`src/rtl/bsg_manycore_stat_pkg.sv`:
```
// Shared types for the print-stat tag collector: event kinds, tag FSM states,
// print_stat_tag field positions and the 52-bit output record.
package bsg_manycore_stat_pkg;

    typedef enum logic [1:0] {
        KIND_STAT   = 2'd0,
        KIND_START  = 2'd1,
        KIND_END    = 2'd2,
        KIND_KERNEL = 2'd3
    } stat_kind_e;

    typedef enum logic {
        TAG_IDLE   = 1'b0,
        TAG_ACTIVE = 1'b1
    } tag_state_e;

    localparam int KIND_MSB = 31;
    localparam int KIND_LSB = 30;
    localparam int TG_MSB   = 29;
    localparam int TG_LSB   = 16;
    localparam int TAG_MSB  = 3;
    localparam int TAG_LSB  = 0;
    localparam int TG_W     = 14;
    localparam int TAG_W    = 4;
    localparam int CYC_W    = 32;

    typedef struct packed {
        logic [TAG_W-1:0] tag_id;
        logic [TG_W-1:0]  tg_id;
        stat_kind_e       kind;
        logic [CYC_W-1:0] cycles;
    } stat_rec_s;

endpackage

```
`src/rtl/bsg_fifo_1r1w_small.sv`:
```
// Small register-based FIFO: ready_o reflects occupancy before this cycle's
// dequeue, data written at edge N is visible at the head from cycle N+1.
module bsg_fifo_1r1w_small #(
    parameter int width_p = 8,
    parameter int els_p   = 4
) (
    input  logic               clk_i,
    input  logic               reset_i,
    input  logic               v_i,
    output logic               ready_o,
    input  logic [width_p-1:0] data_i,
    output logic               v_o,
    output logic [width_p-1:0] data_o,
    input  logic               yumi_i
);

    localparam int PTR_W = (els_p > 1) ? $clog2(els_p) : 1;
    localparam int CNT_W = $clog2(els_p + 1);

    logic [width_p-1:0] r_mem [els_p];
    logic [PTR_W-1:0]   r_wptr;
    logic [PTR_W-1:0]   r_rptr;
    logic [CNT_W-1:0]   r_count;
    logic               w_enq;
    logic               w_deq;

    function automatic logic [PTR_W-1:0] next_ptr(input logic [PTR_W-1:0] p);
        return (p == PTR_W'(els_p - 1)) ? '0 : p + 1'b1;
    endfunction

    assign ready_o = (r_count != CNT_W'(els_p));
    assign v_o     = (r_count != '0);
    assign data_o  = r_mem[r_rptr];
    assign w_enq   = v_i & ready_o;
    assign w_deq   = yumi_i & v_o;

    always_ff @(posedge clk_i) begin
        if (w_enq) r_mem[r_wptr] <= data_i;
    end

    always_ff @(posedge clk_i) begin
        if (reset_i) begin
            r_wptr  <= '0;
            r_rptr  <= '0;
            r_count <= '0;
        end else begin
            if (w_enq) r_wptr <= next_ptr(r_wptr);
            if (w_deq) r_rptr <= next_ptr(r_rptr);
            case ({w_enq, w_deq})
                2'b10:   r_count <= r_count + 1'b1;
                2'b01:   r_count <= r_count - 1'b1;
                default: r_count <= r_count;
            endcase
        end
    end

endmodule

```
`src/rtl/bsg_manycore_stat_tag_collector.sv`:
```
// Turns print-stat START/END/STAT/KERNEL events into timed records, one
// IDLE/ACTIVE interval timer per tag, buffered through a small FIFO.
module bsg_manycore_stat_tag_collector
    import bsg_manycore_stat_pkg::*;
#(
    parameter int num_tags_p       = 16,
    parameter int fifo_els_p       = 4,
    parameter int drop_ctr_width_p = 16
) (
    input  logic                        clk_i,
    input  logic                        reset_n_i,
    input  logic                        print_stat_v_i,
    input  logic [31:0]                 print_stat_tag_i,
    input  logic [31:0]                 global_ctr_i,
    output logic                        rec_v_o,
    output logic [51:0]                 rec_o,
    input  logic                        rec_yumi_i,
    output logic [num_tags_p-1:0]       active_tags_o,
    output logic [drop_ctr_width_p-1:0] drop_count_o,
    output logic                        protocol_err_o
);

    localparam int IDX_W = $clog2(num_tags_p);

    tag_state_e                  r_state [num_tags_p];
    tag_state_e                  w_state_n [num_tags_p];
    logic [CYC_W-1:0]            r_start [num_tags_p];
    logic [drop_ctr_width_p-1:0] r_drop;
    logic                        r_err;

    stat_kind_e       w_kind;
    logic [TG_W-1:0]  w_tg;
    logic [TAG_W-1:0] w_tag;
    logic [IDX_W-1:0] w_idx;
    logic             w_tag_ok;
    logic             w_cur_active;
    logic             w_enq;
    logic             w_latch;
    logic             w_set_err;
    logic             w_fifo_ready;
    logic             w_fifo_reset;
    stat_rec_s        w_rec;
    stat_rec_s        w_rec_head;
    logic             w_unused_tag_bits;

    assign w_kind            = stat_kind_e'(print_stat_tag_i[KIND_MSB:KIND_LSB]);
    assign w_tg              = print_stat_tag_i[TG_MSB:TG_LSB];
    assign w_tag             = print_stat_tag_i[TAG_MSB:TAG_LSB];
    assign w_idx             = w_tag[IDX_W-1:0];
    assign w_tag_ok          = ({1'b0, w_tag} < 5'(num_tags_p));
    assign w_cur_active      = (r_state[w_idx] == TAG_ACTIVE);
    assign w_unused_tag_bits = ^print_stat_tag_i[15:4];

    always_comb begin
        w_state_n   = r_state;
        w_enq       = 1'b0;
        w_latch     = 1'b0;
        w_set_err   = 1'b0;
        w_rec       = '0;
        w_rec.tag_id = w_tag;
        w_rec.tg_id  = w_tg;
        w_rec.kind   = w_kind;
        w_rec.cycles = global_ctr_i;
        if (print_stat_v_i) begin
            if (!w_tag_ok) begin
                w_set_err = 1'b1;
            end else begin
                case (w_kind)
                    KIND_STAT: w_enq = 1'b1;
                    KIND_START: begin
                        if (w_cur_active) begin
                            w_set_err = 1'b1;
                        end else begin
                            w_state_n[w_idx] = TAG_ACTIVE;
                            w_latch          = 1'b1;
                        end
                    end
                    KIND_END: begin
                        if (w_cur_active) begin
                            // unsigned subtraction wraps, so intervals spanning counter rollover are correct
                            w_rec.cycles     = global_ctr_i - r_start[w_idx];
                            w_state_n[w_idx] = TAG_IDLE;
                            w_enq            = 1'b1;
                        end else begin
                            w_set_err = 1'b1;
                        end
                    end
                    default: begin
                        for (int i = 0; i < num_tags_p; i++) w_state_n[i] = TAG_IDLE;
                        w_enq = 1'b1;
                    end
                endcase
            end
        end
    end

    always_ff @(posedge clk_i) begin
        if (!reset_n_i) begin
            for (int i = 0; i < num_tags_p; i++) begin
                r_state[i] <= TAG_IDLE;
                r_start[i] <= '0;
            end
            r_drop <= '0;
            r_err  <= 1'b0;
        end else begin
            r_state <= w_state_n;
            if (w_latch) r_start[w_idx] <= global_ctr_i;
            if (w_set_err) r_err <= 1'b1;
            if (w_enq && !w_fifo_ready && (r_drop != '1)) r_drop <= r_drop + 1'b1;
        end
    end

    always_comb begin
        active_tags_o = '0;
        for (int i = 0; i < num_tags_p; i++) active_tags_o[i] = (r_state[i] == TAG_ACTIVE);
    end

    assign w_fifo_reset   = ~reset_n_i;
    assign rec_o          = w_rec_head;
    assign drop_count_o   = r_drop;
    assign protocol_err_o = r_err;

    bsg_fifo_1r1w_small #(
        .width_p ($bits(stat_rec_s)),
        .els_p   (fifo_els_p)
    ) u_fifo (
        .clk_i   (clk_i),
        .reset_i (w_fifo_reset),
        .v_i     (w_enq),
        .ready_o (w_fifo_ready),
        .data_i  (w_rec),
        .v_o     (rec_v_o),
        .data_o  (w_rec_head),
        .yumi_i  (rec_yumi_i)
    );

endmodule

```
`config.mk`:
```
export PLATFORM = sky130hd
export DESIGN_NAME = bsg_manycore_stat_tag_collector
export DESIGN_NICKNAME = d
export VERILOG_FILES = /design/src/rtl/bsg_manycore_stat_pkg.sv /design/src/rtl/bsg_fifo_1r1w_small.sv /design/src/rtl/bsg_manycore_stat_tag_collector.sv
export SDC_FILE = /design/constraint.sdc
export NUM_CORES = 1
export LEC_CHECK = 0
export CAP_MARGIN = 20
export CORE_MARGIN = 2
export CORE_UTILIZATION = 50
export DETAILED_ROUTE_END_ITERATION = 12
export GPL_ROUTABILITY_DRIVEN = 1
export GPL_TIMING_DRIVEN = 1
export PLACE_DENSITY = 0.79
export SLEW_MARGIN = 25
export SYNTH_ARGS = -nofsm -noshare
export SYNTH_HDL_FRONTEND = slang
export SYNTH_SLANG_ARGS = --single-unit
```
`constraint.sdc`:
```
create_clock -name clk_i -period 7.3 [get_ports clk_i]
set_clock_uncertainty 0.05 [all_clocks]
set_input_delay 2.19 -clock clk_i [delete_from_list [all_inputs] [get_ports clk_i]]
set_output_delay 2.19 -clock clk_i [all_outputs]
set_load 0.005 [all_outputs]
```
* After elaboration in Yosys (flattened, before gate mapping)
Memories as Yosys holds them, arrays and structs flattened. A register that Yosys moved wholly into a read port is not among the register bits.
Cells that the tools add are included.
** Storage, ports and cells
- Output and inout port bits :: 86
- Input port bits :: 68
- Memories kept :: 2
- Logic and storage cells :: 90
- RAM bits :: 720
- Register bits :: 40
** Memory list
- r_start :: depth 16, width 32, rd ports 1, clocked after Yosys merged registers in 0, wr ports 16, RTL line bsg_manycore_stat_tag_collector.sv:27 : logic [CYC_W-1:0] r_start [num_tags_p];
- u_fifo.r_mem :: depth 4, width 52, rd ports 1, clocked after Yosys merged registers in 1, wr ports 1, RTL line bsg_fifo_1r1w_small.sv:20 : logic [width_p-1:0] r_mem [els_p];
** Operators by class
- Muxes and demuxes :: 33
- $add $sub $neg :: 6
- Reductions and logical operators :: 9
- Order comparisons :: 2
- Eq/ne operators :: 10
- Bitwise operators :: 7
** Operator list (count)
- $mux 32 :: 4
- $pmux 16 s3 :: 1
- $mux 16 :: 2
- $reduce_or 32->1 :: 1
- $sub 32x32->32 :: 1
- $add 16x1->16 const B :: 1
- $and 16x16->16 :: 1
- $mux 1 :: 16
- $ne 16x16->1 const B :: 1
- $not 16->16 :: 1
- $or 16x16->16 :: 1
- $eq 2x2->1 const B :: 4
- $mux 2 :: 4
- $pmux 3 s2 :: 1
- $ge 5x5->1 const B :: 1
- $lt 5x1->1 const B :: 1
- $not 4->5 :: 1
- $add 2x1->2 const B :: 2
- $bmux 1 s4 :: 1
- $demux 1 s4 :: 1
- $eq 2x1->1 const B :: 2
- $mux 4 :: 1
- $ne 2x2->1 const B :: 2
- $pmux 1 s2 :: 2
- 11 further kinds :: 14

* Depth between registers and ports, before layout
- Depth in word-level cells :: 12
- Mapped depth :: 17

* By module
Synthesis repeated with hierarchy kept, for this count alone.
** Second synthesis, totals
- Cell total of the unflattened synthesis :: 2247
- Area, all modules :: 34809.6 um2
** By module, submodules not included
- bsg_manycore_stat_tag_collector :: cells each 1923, times used 1, area each 26827.0 um2
- bsg_fifo_1r1w_small :: cells each 324, times used 1, area each 7982.7 um2

* Worst setup path after synthesis
Ideal clock, no wire load.
- Path kind :: input-to-reg
- From :: input port print_stat_tag_i[0]
- To :: memory r_start[7][0], enable pin
- Stages :: 8
- Arrival time :: 6.331 ns
- Library setup time :: 0.466 ns
- Path buffers :: 4
- Data required time :: 6.784 ns
- Setup slack :: 0.453 ns
- Cells stage by stage :: buf_6 buf_12 mux4_2 mux4_2 nand4b_4 buf_2 clkbuf_1 o21ai_0
** RTL lines
- from (decl) :: RTL line bsg_manycore_stat_tag_collector.sv:13 : input logic [31:0] print_stat_tag_i,
- to (decl) :: RTL line bsg_manycore_stat_tag_collector.sv:27

* Worst setup path in the final report
- From :: input port print_stat_tag_i[0]
- To :: memory u_fifo.r_mem[3][30] (netlist bit), data pin
** Between the ends
- Word-level cells in the longest chain between the ends :: 7
- Elaborated cells on any way between the ends :: 9
** Ends and longest elaborated chain
- parallel branches: the longest is 4 deep, another holds $mem_v2 16x32
- $mux 32 * :: RTL line bsg_manycore_stat_tag_collector.sv:79 : if (w_cur_active) begin
- $mux 32 * :: RTL line bsg_manycore_stat_tag_collector.sv:68 : case (w_kind)
- $mux 32 * :: RTL line bsg_manycore_stat_tag_collector.sv:64 : if (print_stat_v_i) begin
- named net u_fifo.data_i[30] :: RTL line bsg_fifo_1r1w_small.sv:11 : input logic [width_p-1:0] data_i,
- to (decl) :: RTL line bsg_fifo_1r1w_small.sv:20
Mark *: on every way through the listed nets, which the timed path passes. The select of a mux whose other input is x is not followed.

==> summary.md <==
| Metric | Value |
|---|---|
| Result of the run | finished, final reports clean |
| Required time of the critical path | 7.57 ns |
| Adder-Cell Fraction of Synth Area | 1.667% |
| Power Dens Cells | 257.5 nW/um^2 |
| CTS Buffer Depth | 3 |
| Share of the synthesized netlist area taken by xor and xnor gates | 0.9344% |
| Slowest Stage Delay on Critical Path | 0.65 ns |
| Number of antenna repair diodes | 0 |
| Hold bufs inserted after CTS | 0 |
| Worst-case reg-to-reg path depth | 13 |
| Library cell used as clock root buffer | clkbuf_16 |
| Unrepaired setup endpoints after global routing | false |
| Max-slew headroom | 40.45% |
| Area of the mapped netlist | 34680 sq um |
| Maximum level of the CTS H-tree | 3 |
| Mux cell area share after synthesis | 14.27% |
| Post-Syn Instances | 2191 |
| Worst hold stages | 2 |
| HP Class | flip-flop to flip-flop |
| Width of the die | 267.4 um |
| Largest net degree at the start of global routing | 57 |
| DRT antenna net count | 0 |
| Kind of critical path | input port to flip-flop |
| Area share of the leading cell type in the synthesized netlist | 62.34% |
| Via Count | 19990 |
| Post-CTS setup repair buffer count | 0 |
| Total CTS buffers | 74 |
| Number of nets produced by synthesis | 2304 |
| Gp weighted congestion | 0.8158 |
| Layout area overhead | 15.74% |
| Worst-margin pin slew | 0.8839 ns |
| Post-route fraction of the period consumed by the critical path | 88.30% |
| Instance area at placement | 37720 sq um |
| Top Ports | 154 |
| Sum Neg Setup Slack | 0 ns |
| #FFs+latches synth | 762 |
| Vertical die dimension | 267.4 um |
| Beginning of the critical path | print_stat_tag_i[0] |
| Fmax | 0.1551 GHz |
| Cell taking the most area after synthesis | edfxtp_1 |
| Effective utilization at floorplan | 50.57% |
| Leak pwr | 13.79 nW |
| Main synth FF type | edfxtp_1 |
| Placeable Area | 68590 sq um |
| Async S/R FF share, synth | 0% |
| Congestion Overflow GR | 0 |
| R2R setup slack | 2.42 ns |
| Clock transition at the register clock pins on the worst setup and hold paths after CTS | 0.06 ns |
| Number of max-cap violations | 0 |
| Ratio of cells with drive above 1 in the final layout | 20.35% |
| Core Rows | 96 |
| IO buf count | 141 |
| Final Hold Fails | 0 |
| Min cycle time layout | 6.446 ns |
| Warnings, synthesis | 0 |
| Drt initial violations | 2177 |
| Design Area, Final | 40140 sq um |
| Fin Hold WS | 0.4823 ns |
| Launching element type of the critical path | input port |
| Post-synthesis share of cell area spent on and, or, nand and nor gates | 12.71% |
| Total number of nets in the final design | 2464 |
| Placed Instances | 3205 |
| Critical path arrival | 6.72 ns |
| Clock latency on the worst-skew pair | 0.62 ns |
| Largest family of logic cells by synthesized area | multiplexers |
| Number of flops mapped to enable cells by yosys | 720 |
| Distinct cells, synth | 63 |
| Critical path cell sequence | clkbuf_8 > buf_12 > mux4_2 > mux4_2 > inv_1 > fa_1 > a21oi_1 > nor3_1 > o211ai_1 > o211ai_1 > o41ai_2 > o31ai_1 > nand2_1 > o311ai_0 |
| Post-route DRC | 0 |
| Clock tree from TritonCTS | yes |
| Antenna violations before repair | 0 |
| Cts repair resizes | 0 |
| Destination of the worst register-to-register timing path | u_fifo.r_mem[3][30]$_DFFE_PP_ |
| Vias per cell | 5.987 |
| Critical Path Sink Type | flip-flop |
| CP bufs+invs | 3 |
| Initial DRT Pass Iterations | 7 |
| Crit Reg-Reg Startpoint | r_start[14][0]$_SDFFCE_PN0P_ |
| Final core area utilization | 58.53% |
| Area enclosed by the die boundary | 71480 sq um |
| DP Wirelength | 48.83 mm |
| Number of global-route vias before repair | 20790 |
| Most area-consuming cells after synthesis | edfxtp_1 (62%), mux4_2 (14%), and2_1 (9.4%), dfxtp_1 (2.4%), ha_1 (1.6%) |
| Total global routing track utilization | 23.99% |
| Proportion of synthesized chip area in sequential cells | 64.77% |
| Worst path slowest cell | o311ai_0 |
| Critical path destination | u_fifo.r_mem[3][30]$_DFFE_PP_ |
| Global-route wire length before repair | 126.8 mm |
| Total clock sinks | 762 |
| Highest fanout seen on the critical path | 24 |
| Average cell area after synthesis | 15.83 sq um |
| Wire length after detailed routing | 83.87 mm |
| Fin. max-slew vios | 0 |
| Peak VDD IR | 0.1824 mV |
| Routed len/inst | 25.12 um |
| Depth of the critical timing path with buffers and inverters included | 14 |
| Layout Cells excl Fill | 3339 |
| Synthesized-area fraction occupied by ao, oa, aoi and oai cells | 3.308% |
| Kind of cell adding the most delay to the critical path | compound AO/OA/AOI/OAI gates |
| Finish-stage setup viols | 0 |
stage by stage:
step           setup slack, ns  power [W]
6_report                0.8539    0.01034
5_1_grt                 0.5992    0.01068
4_1_cts                 0.8442    0.01039
3_5_place_dp            0.2051   0.006622
3_3_place_gp            0.3994   0.006543
2_1_floorplan           0.4533   0.006011
layer usage:
metal  up-vias  wire (um)  GRT usage (%)
met1     10300      31040          29.63
met2       927      43300          41.79
met5         -          0              0
li1       8588          -              -
met4         0       2505          8.913
met3       174       7024          4.864
registers in the layout, indices dropped and copies added (netlist names), named ones only:
signal and flops:
active_tags_o 16, drop_count_o 16, u_fifo.r_mem 208, u_fifo.r_count 3
u_fifo.r_rptr 2, u_fifo.r_wptr 2, protocol_err_o 1, r_start 512
tightest hold or removal path: stages (launching register included):
cell and delay [ns]:
dfxtp_1 0.34, o21ai_0 0.08, a21boi_1 0.06
report_power, final:
part	internal, W	total (W)	switching, W
Combinational	0.000741	0.00145	0.000711
Clock	0.00220	0.00380	0.00160
Sequential	0.00500	0.00509	0.0000916
Total	0.00794	0.0103	0.00240
Yosys cell counts, drive strengths merged (6+ instances only):
library cell / instances
nand2: 60
or3: 9
and3: 7
dfxtp: 42
inv: 46
nand4: 6
a21boi: 6
edfxtp: 720
clkbuf: 134
mux4: 217
nor3: 22
nand2b: 7
a21oi: 43
and2: 519
a211oi: 8
xnor2: 21
o21ai: 60
buf: 25
xor2: 16
nor2b: 28
a21o: 15
nand3: 18
o221a: 16
nor2: 48
ha: 43
cell families after synthesis:
group / after synthesis
DFF: 762
AOI/OAI and AO/OA: 175
xor gates and xnor gates: 37
and+or+nand+nor: 743
buffers and inverters: 206
muxes: 223
adders and majority gates: 45
layout make-up:
type | count | area [sq um]
inverters | 47 | 176.4
multi-input cells | 1223 | 11630
fillers | 4946 | 28440
clock inverters | 27 | 322.8
repair buffers | 243 | 2303
clock buffers | 106 | 2076
well taps | 931 | 1165
flip-flops and latches | 762 | 22470
cells in the final DEF, fill, tap and decap left out, types with 21 or more instances in the layout:
cell type	count
a21oi_1	42
and2_1	515
buf_4	91
clkbuf_1	25
clkbuf_16	77
clkdlybuf4s50_1	136
dfxtp_1	40
edfxtp_1	720
ha_1	43
inv_1	46
mux4_2	217
nand2_1	59
nor2_1	32
nor2b_1	28
nor3_1	22
o21ai_0	43
xnor2_1	21
worst min path at each step:
stage          slack (ns)                             to                           from
6_report             0.48  drop_count_o[10]$_SDFFE_PN0P_  drop_count_o[10]$_SDFFE_PN0P_
3_3_place_gp         0.43                      flip-flop  u_fifo.r_rptr[1]$_SDFFE_PN0P_
5_1_grt              0.51  drop_count_o[10]$_SDFFE_PN0P_  drop_count_o[10]$_SDFFE_PN0P_
3_5_place_dp         0.47  drop_count_o[10]$_SDFFE_PN0P_  drop_count_o[10]$_SDFFE_PN0P_
2_1_floorplan        0.42                      flip-flop  u_fifo.r_rptr[1]$_SDFFE_PN0P_
4_1_cts              0.48  drop_count_o[10]$_SDFFE_PN0P_  drop_count_o[10]$_SDFFE_PN0P_
Note: power is estimated with default switching activity, not from simulation.
